[src/rtl/subtractor_serial_pkg.sv]
// Shared definitions for the digit-serial arithmetic blocks: FSM encoding and
// the digit-counter width helper.
package subtractor_serial_pkg;

    typedef enum logic [1:0] {
        S_IDLE = 2'd0,
        S_BUSY = 2'd1,
        S_DONE = 2'd2
    } state_e;

    // One extra bit so the counter can hold the full digit count without wrapping.
    function automatic int cnt_width(input int wl, input int digit);
        return $clog2(wl / digit) + 1;
    endfunction

endpackage

[src/rtl/subtractor_serial_if.sv]
// Start/ready/valid operand and result bundle for the serial subtractor.
interface subtractor_serial_if #(
    parameter int WL = 4
);
    logic          iEN;
    logic [WL-1:0] idata1;
    logic [WL-1:0] idata2;
    logic          oready;
    logic          ovalid;
    logic [WL:0]   odata;
    logic          oborrow;

    modport master (
        output iEN, idata1, idata2,
        input  oready, ovalid, odata, oborrow
    );

    modport slave (
        input  iEN, idata1, idata2,
        output oready, ovalid, odata, oborrow
    );
endinterface

[src/rtl/subtractor_serial_sub_digit.sv]
// Combinational DIGIT-wide subtract with borrow: {bout, diff} = a - b - bin.
module sub_digit #(
    parameter int DIGIT = 1
) (
    input  logic [DIGIT-1:0] a,
    input  logic [DIGIT-1:0] b,
    input  logic             bin,
    output logic [DIGIT-1:0] diff,
    output logic             bout
);
    logic [DIGIT:0] full;

    // The extra top bit goes negative exactly when a borrow leaves this digit.
    assign full = {1'b0, a} - {1'b0, b} - {{DIGIT{1'b0}}, bin};
    assign diff = full[DIGIT-1:0];
    assign bout = full[DIGIT];
endmodule

[src/rtl/subtractor_serial.sv]
// Digit-serial unsigned subtractor: odata = {0,idata1} - {0,idata2} over
// WL/DIGIT busy cycles, LSB digit first, with a registered one-cycle ovalid.
module subtractor_serial
    import subtractor_serial_pkg::*;
#(
    parameter int WL    = 4,
    parameter int DIGIT = 1
) (
    input  logic                iCLK,
    input  logic                iRST,
    subtractor_serial_if.slave  bus
);
    localparam int NDIG = WL / DIGIT;
    localparam int CW   = cnt_width(WL, DIGIT);

    if (DIGIT < 1 || (WL % DIGIT) != 0) begin : g_bad_digit
        $error("subtractor_serial: DIGIT (%0d) must divide WL (%0d)", DIGIT, WL);
    end
    if ($bits(bus.idata1) != WL) begin : g_bad_bus
        $error("subtractor_serial: interface width does not match WL (%0d)", WL);
    end

    state_e          state_q,   state_d;
    logic [CW-1:0]   cnt_q,     cnt_d;
    logic [WL-1:0]   a_q,       a_d;
    logic [WL-1:0]   b_q,       b_d;
    logic [WL-1:0]   res_q,     res_d;
    logic            borrow_q,  borrow_d;
    logic [WL:0]     odata_q,   odata_d;
    logic            oborrow_q, oborrow_d;
    logic            ovalid_q,  ovalid_d;

    logic [DIGIT-1:0] dig_diff;
    logic             dig_bout;

    sub_digit #(.DIGIT(DIGIT)) u_sub_digit (
        .a    (a_q[DIGIT-1:0]),
        .b    (b_q[DIGIT-1:0]),
        .bin  (borrow_q),
        .diff (dig_diff),
        .bout (dig_bout)
    );

    always_comb begin
        // NOTE: every signal gets its hold value first so no path through the case infers a latch.
        state_d   = state_q;
        cnt_d     = cnt_q;
        a_d       = a_q;
        b_d       = b_q;
        res_d     = res_q;
        borrow_d  = borrow_q;
        odata_d   = odata_q;
        oborrow_d = oborrow_q;
        ovalid_d  = 1'b0;

        case (state_q)
            S_IDLE: begin
                if (bus.iEN) begin
                    a_d      = bus.idata1;
                    b_d      = bus.idata2;
                    res_d    = '0;
                    borrow_d = 1'b0;
                    cnt_d    = '0;
                    state_d  = S_BUSY;
                end
            end

            S_BUSY: begin
                a_d      = a_q >> DIGIT;
                b_d      = b_q >> DIGIT;
                // Result digits enter at the top so the first digit ends up at bit 0.
                res_d    = (res_q >> DIGIT) | (WL'(dig_diff) << (WL - DIGIT));
                borrow_d = dig_bout;
                cnt_d    = cnt_q + CW'(1);
                if (cnt_d == CW'(NDIG)) begin
                    state_d = S_DONE;
                end
            end

            S_DONE: begin
                odata_d   = {borrow_q, res_q};
                oborrow_d = borrow_q;
                ovalid_d  = 1'b1;
                state_d   = S_IDLE;
            end

            default: state_d = S_IDLE;
        endcase
    end

    // NOTE: non-blocking assignments keep every flop sampling pre-edge values regardless of statement order.
    always_ff @(posedge iCLK or posedge iRST) begin
        if (iRST) begin
            state_q   <= S_IDLE;
            cnt_q     <= '0;
            a_q       <= '0;
            b_q       <= '0;
            res_q     <= '0;
            borrow_q  <= 1'b0;
            odata_q   <= '0;
            oborrow_q <= 1'b0;
            ovalid_q  <= 1'b0;
        end else begin
            state_q   <= state_d;
            cnt_q     <= cnt_d;
            a_q       <= a_d;
            b_q       <= b_d;
            res_q     <= res_d;
            borrow_q  <= borrow_d;
            odata_q   <= odata_d;
            oborrow_q <= oborrow_d;
            ovalid_q  <= ovalid_d;
        end
    end

    assign bus.oready  = (state_q == S_IDLE);
    assign bus.ovalid  = ovalid_q;
    assign bus.odata   = odata_q;
    assign bus.oborrow = oborrow_q;

    // The result pulse lands on the cycle the block is back in IDLE.
    a_valid_when_ready: assert property (@(posedge iCLK) disable iff (iRST)
        bus.ovalid |-> bus.oready);
    a_borrow_is_sign: assert property (@(posedge iCLK) disable iff (iRST)
        bus.oborrow == bus.odata[WL]);
endmodule

[src/flat_wrapper.sv]
// flat-port wrapper written by rule: the top's interface ports become plain ports
module subtractor_serial_flat import subtractor_serial_pkg::*;
#(
    parameter int WL    = 4,
    parameter int DIGIT = 1
)
  (iCLK, iRST, bus_iEN, bus_idata1, bus_idata2, bus_oready, bus_ovalid, bus_odata, bus_oborrow);
  subtractor_serial_if #(.WL(WL)) bus_i ();
  input  logic iCLK;
  input  logic iRST;
  input wire logic [$bits(bus_i.iEN)-1:0] bus_iEN;
  input wire logic [$bits(bus_i.idata1)-1:0] bus_idata1;
  input wire logic [$bits(bus_i.idata2)-1:0] bus_idata2;
  output wire logic [$bits(bus_i.oready)-1:0] bus_oready;
  output wire logic [$bits(bus_i.ovalid)-1:0] bus_ovalid;
  output wire logic [$bits(bus_i.odata)-1:0] bus_odata;
  output wire logic [$bits(bus_i.oborrow)-1:0] bus_oborrow;
  assign bus_i.iEN = bus_iEN;
  assign bus_i.idata1 = bus_idata1;
  assign bus_i.idata2 = bus_idata2;
  assign bus_oready = bus_i.oready;
  assign bus_ovalid = bus_i.ovalid;
  assign bus_odata = bus_i.odata;
  assign bus_oborrow = bus_i.oborrow;
  subtractor_serial #(.WL(WL), .DIGIT(DIGIT)) u_core (.iCLK(iCLK), .iRST(iRST), .bus(bus_i));
endmodule
[config.mk]
export PLATFORM = sky130hd
export DESIGN_NAME = subtractor_serial_flat
export DESIGN_NICKNAME = d
export VERILOG_FILES = /design/src/rtl/subtractor_serial_pkg.sv /design/src/rtl/subtractor_serial_if.sv /design/src/rtl/subtractor_serial_sub_digit.sv /design/src/rtl/subtractor_serial.sv /design/src/flat_wrapper.sv
export SDC_FILE = /design/constraint.sdc
export NUM_CORES = 1
export LEC_CHECK = 0
export ABC_AREA = 1
export CAP_MARGIN = 20
export CORE_MARGIN = 2
export CORE_UTILIZATION = 55
export CTS_CLUSTER_DIAMETER = 80
export DETAILED_ROUTE_END_ITERATION = 12
export PLACE_DENSITY = 0.78
export SYNTH_ARGS = -nofsm -noshare
export SYNTH_HDL_FRONTEND = slang
export SYNTH_HIERARCHICAL = 1
export SYNTH_SLANG_ARGS = --single-unit
[constraint.sdc]
create_clock -name iCLK -period 3.5 [get_ports iCLK]
set_input_delay 0.7 -clock iCLK [delete_from_list [all_inputs] [get_ports iCLK]]
set_output_delay 0.7 -clock iCLK [all_outputs]
set_load 0.02 [all_outputs]
==> impl_metrics.env <==
export IMPL_synth_largest_area_cell="dfrtp_1"
export IMPL_io_pins=19
export IMPL_postSynthAreaPerCell_um2=8.32
export IMPL_critical_path_class="reg -> out"
export IMPL_drt_pass1_iter_count=4
export IMPL_clock_latency_ns=0.30
export IMPL_run_status="complete, no violations"
export IMPL_diodes=0
export IMPL_postSynthCellCount=133
export IMPL_post_cts_buffers=0
export IMPL_switchingPower_mw=0.431
export IMPL_antenna_left=0
export IMPL_synth_warnings=6
export IMPL_power_density_nw_per_um2=814
export IMPL_critPathSlowestCell="clkdlybuf4s50_1"
export IMPL_worstPathCellList="nor2_1 > clkdlybuf4s50_1"
export IMPL_overflow=0
export IMPL_p_seq_share_pct=44.0
export IMPL_cts_root_buffer="clkbuf_4"
export IMPL_drcViolationCount=0
export IMPL_leakage_nw=0.717
export IMPL_start_util_pct=57.6
export IMPL_swShare_pct=40.4
export IMPL_power_frac_comb_pct=45.4
export IMPL_syn_nets=147
export IMPL_tns_ns=0
export IMPL_hold_start="u_core/b_q[2]$_DFFE_PP0P_"
export IMPL_synth_cell_type_count=19
export IMPL_antenna_found_initial=0
export IMPL_most_common_layout_cells="47 x nand2_1, 24 x inv_1, 24 x dfrtp_1"
export IMPL_die_x_um=48.8
export IMPL_die_h_um=48.8
export IMPL_gp_congestion=0.814
export IMPL_period_needed_ns=2.28
export IMPL_cp_required_ns=2.80
export IMPL_synth_top_area_share_pct=54.3
export IMPL_io_buffers=18
export IMPL_holdPathStages=2
export IMPL_wl_per_cell_um=10.1
export IMPL_coreArea_um2=1920
export IMPL_slew_violations=0
export IMPL_slew_headroom_pct=41.7
export IMPL_drive_above_1_share_pct=7.33
export IMPL_post_cts_resized=0
export IMPL_cp_depth=2
export IMPL_die_area_um2=2390
export IMPL_cp_startpoint="u_core/state_q[0]$_DFFE_PP0P_"
export IMPL_r2r_cells=5
export IMPL_critPathCaptureType="output pin"
export IMPL_fin_crit_sh_pct=65.2
export IMPL_areaGrowthSynthToFinish_pct=18.6
export IMPL_max_freq_mhz=438
export IMPL_cts_buffers=3
export IMPL_hold_violations=0
export IMPL_num_rows=16
export IMPL_synth_area_um2=1110
export IMPL_hpwlAfterDp_mm=1.30
export IMPL_cp_arrival_ns=1.58
export IMPL_cts_sinks=24
export IMPL_ys_seq_elements=24
export IMPL_cp_top_family="buffers and inverters"
export IMPL_grt_setup_unrepaired="false"
export IMPL_ys_seq_area_share_pct=54.3
export IMPL_p_int_mw=0.637
export IMPL_ir_drop_v=0.000438
export IMPL_placed_area_um2=1290
export IMPL_startpoint_type="flip-flop"
export IMPL_grt_use_total_pct=16.9
export IMPL_fin_nets=166
export IMPL_holdBufCountCts=0
export IMPL_setup_viol_count_final=0
export IMPL_preCtsSetupSlack_ns=1.56
export IMPL_final_cell_area_um2=1310
export IMPL_routed_via_count=833
export IMPL_grt_pass1_wl_mm=3.19
export IMPL_clkSlewWorstSetupHoldPaths_ns=0.12
export IMPL_cts_tree="yes"
export IMPL_totalPowerFinal_mw=1.07
export IMPL_skew_ns=0.00526
export IMPL_rr_startpoint="u_core/state_q[0]$_DFFE_PP0P_"
export IMPL_hold_path_class="reg -> reg"
export IMPL_setup_ws_ns=1.22
export IMPL_max_stage_delay_ns=0.60
export IMPL_timing_max_cap_violations=0
export IMPL_final_common_cell="nand2_1"
export IMPL_synth_area_top_cells="dfrtp_1 54%, nand2_1 16%, inv_1 8.1%, o21ai_1 4.1%, nand3_1 2.7%"
export IMPL_path_max_fanout=11
export IMPL_path_buf_inv=1
export IMPL_vias_per_cell=4.71
export IMPL_worst_slew_pin_slew_ns=0.873
export IMPL_grt_pass1_vias=776
export IMPL_clock_path_buffers=2
export IMPL_drtIter0Drc=6
export IMPL_drt_wl_total_mm=1.78
export IMPL_fill_cells=177
export IMPL_ctsHtreeMaxLevel=1
export IMPL_grt_start_max_net_pins=25
export IMPL_p_clk_share_pct=10.5
## path summary, 6_finish.rpt
path | to | slack [ns]
max | bus_oready | 1.22
min reg2reg | u_core/b_q[2]$_DFFE_PP0P_ | 0.49
max reg2reg | u_core/b_q[1]$_DFFE_PP0P_ | 2.13
max in group asynchronous | u_core/res_q[2]$_DFFE_PP0P_ | 2.10
min | u_core/b_q[2]$_DFFE_PP0P_ | 0.49
min in group asynchronous | u_core/b_q[2]$_DFFE_PP0P_ | 0.87
## cell usage after synthesis (all sizes together)
master / count
nand3: 6
nor2: 5
buf: 4
a21oi: 2
o21ai: 13
dfrtp: 24
inv: 27
nand2: 49
fa: 1
ha: 2
## routing by layer
| metal | vias up | global-route usage, % | part of all wire [%] | wire length, µm |
|---|---|---|---|---|
| li1 | 426 | - | - | - |
| met1 | 391 | 22.3 | 46 | 818 |
| met2 | 14 | 28.5 | 50 | 885 |
| met3 | 2 | 1.84 | 3.3 | 59 |
| met4 | 0 | 7.14 | 0.79 | 14 |
| met5 | - | 0 | 0 | 0 |
## power by group through the flow
stage | clock, mW | sequential [mW] | combinational (mW)
finish | 0.113 | 0.470 | 0.485
global route | 0.131 | 0.486 | 0.548
CTS | 0.117 | 0.470 | 0.495
detailed placement | 0 | 0.477 | 0.489
global placement | 0 | 0.472 | 0.473
floorplan | 0 | 0.494 | 0.327
## sequential cells by signal (all words and copies together) (netlist names)
name and count:
u_core/bus.odata 5, u_core/a_q 4, u_core/b_q 4, u_core/res_q 4
u_core/cnt_q 3, u_core/state_q 2, u_core/borrow_q 1, u_core/bus.ovalid 1
## layout make-up
type | instances | area [µm²] | area share (%)
flip-flops and latches | 24 | 601 | 45.8
repair buffers | 18 | 180 | 13.7
clock buffers | 3 | 22.5 | 1.72
well taps | 27 | 33.8 | 2.58
multi-input cells | 78 | 373 | 28.4
inverters | 27 | 101 | 7.73
## metrics by stage
stage	hold WS [ns]	util, %	instances
floorplan	0.449	-	133
global placement	0.462	67.1	174
detailed placement	0.469	67.1	174
CTS	0.499	68.2	177
global route	0.519	68.2	177
finish	0.495	68.2	177
## cell families (layout without fill, tap and decap cells)
family	count (synthesis)	after routing	synth area share, %
AOI/OAI and AO/OA	15	15	7.47
DFF	24	24	54.3
and+or+nand+nor	60	60	22.2
buffers and inverters	31	48	12.0
adders and majority gates	3	3	4.07
## worst reg2reg max path, delay by kind of cell, from the launching register on
family        cells  cell delay (ns)
simple gates      4             0.56
buf+inv           1             0.12
flops             1             0.59
(Power assumes the default switching activity.)
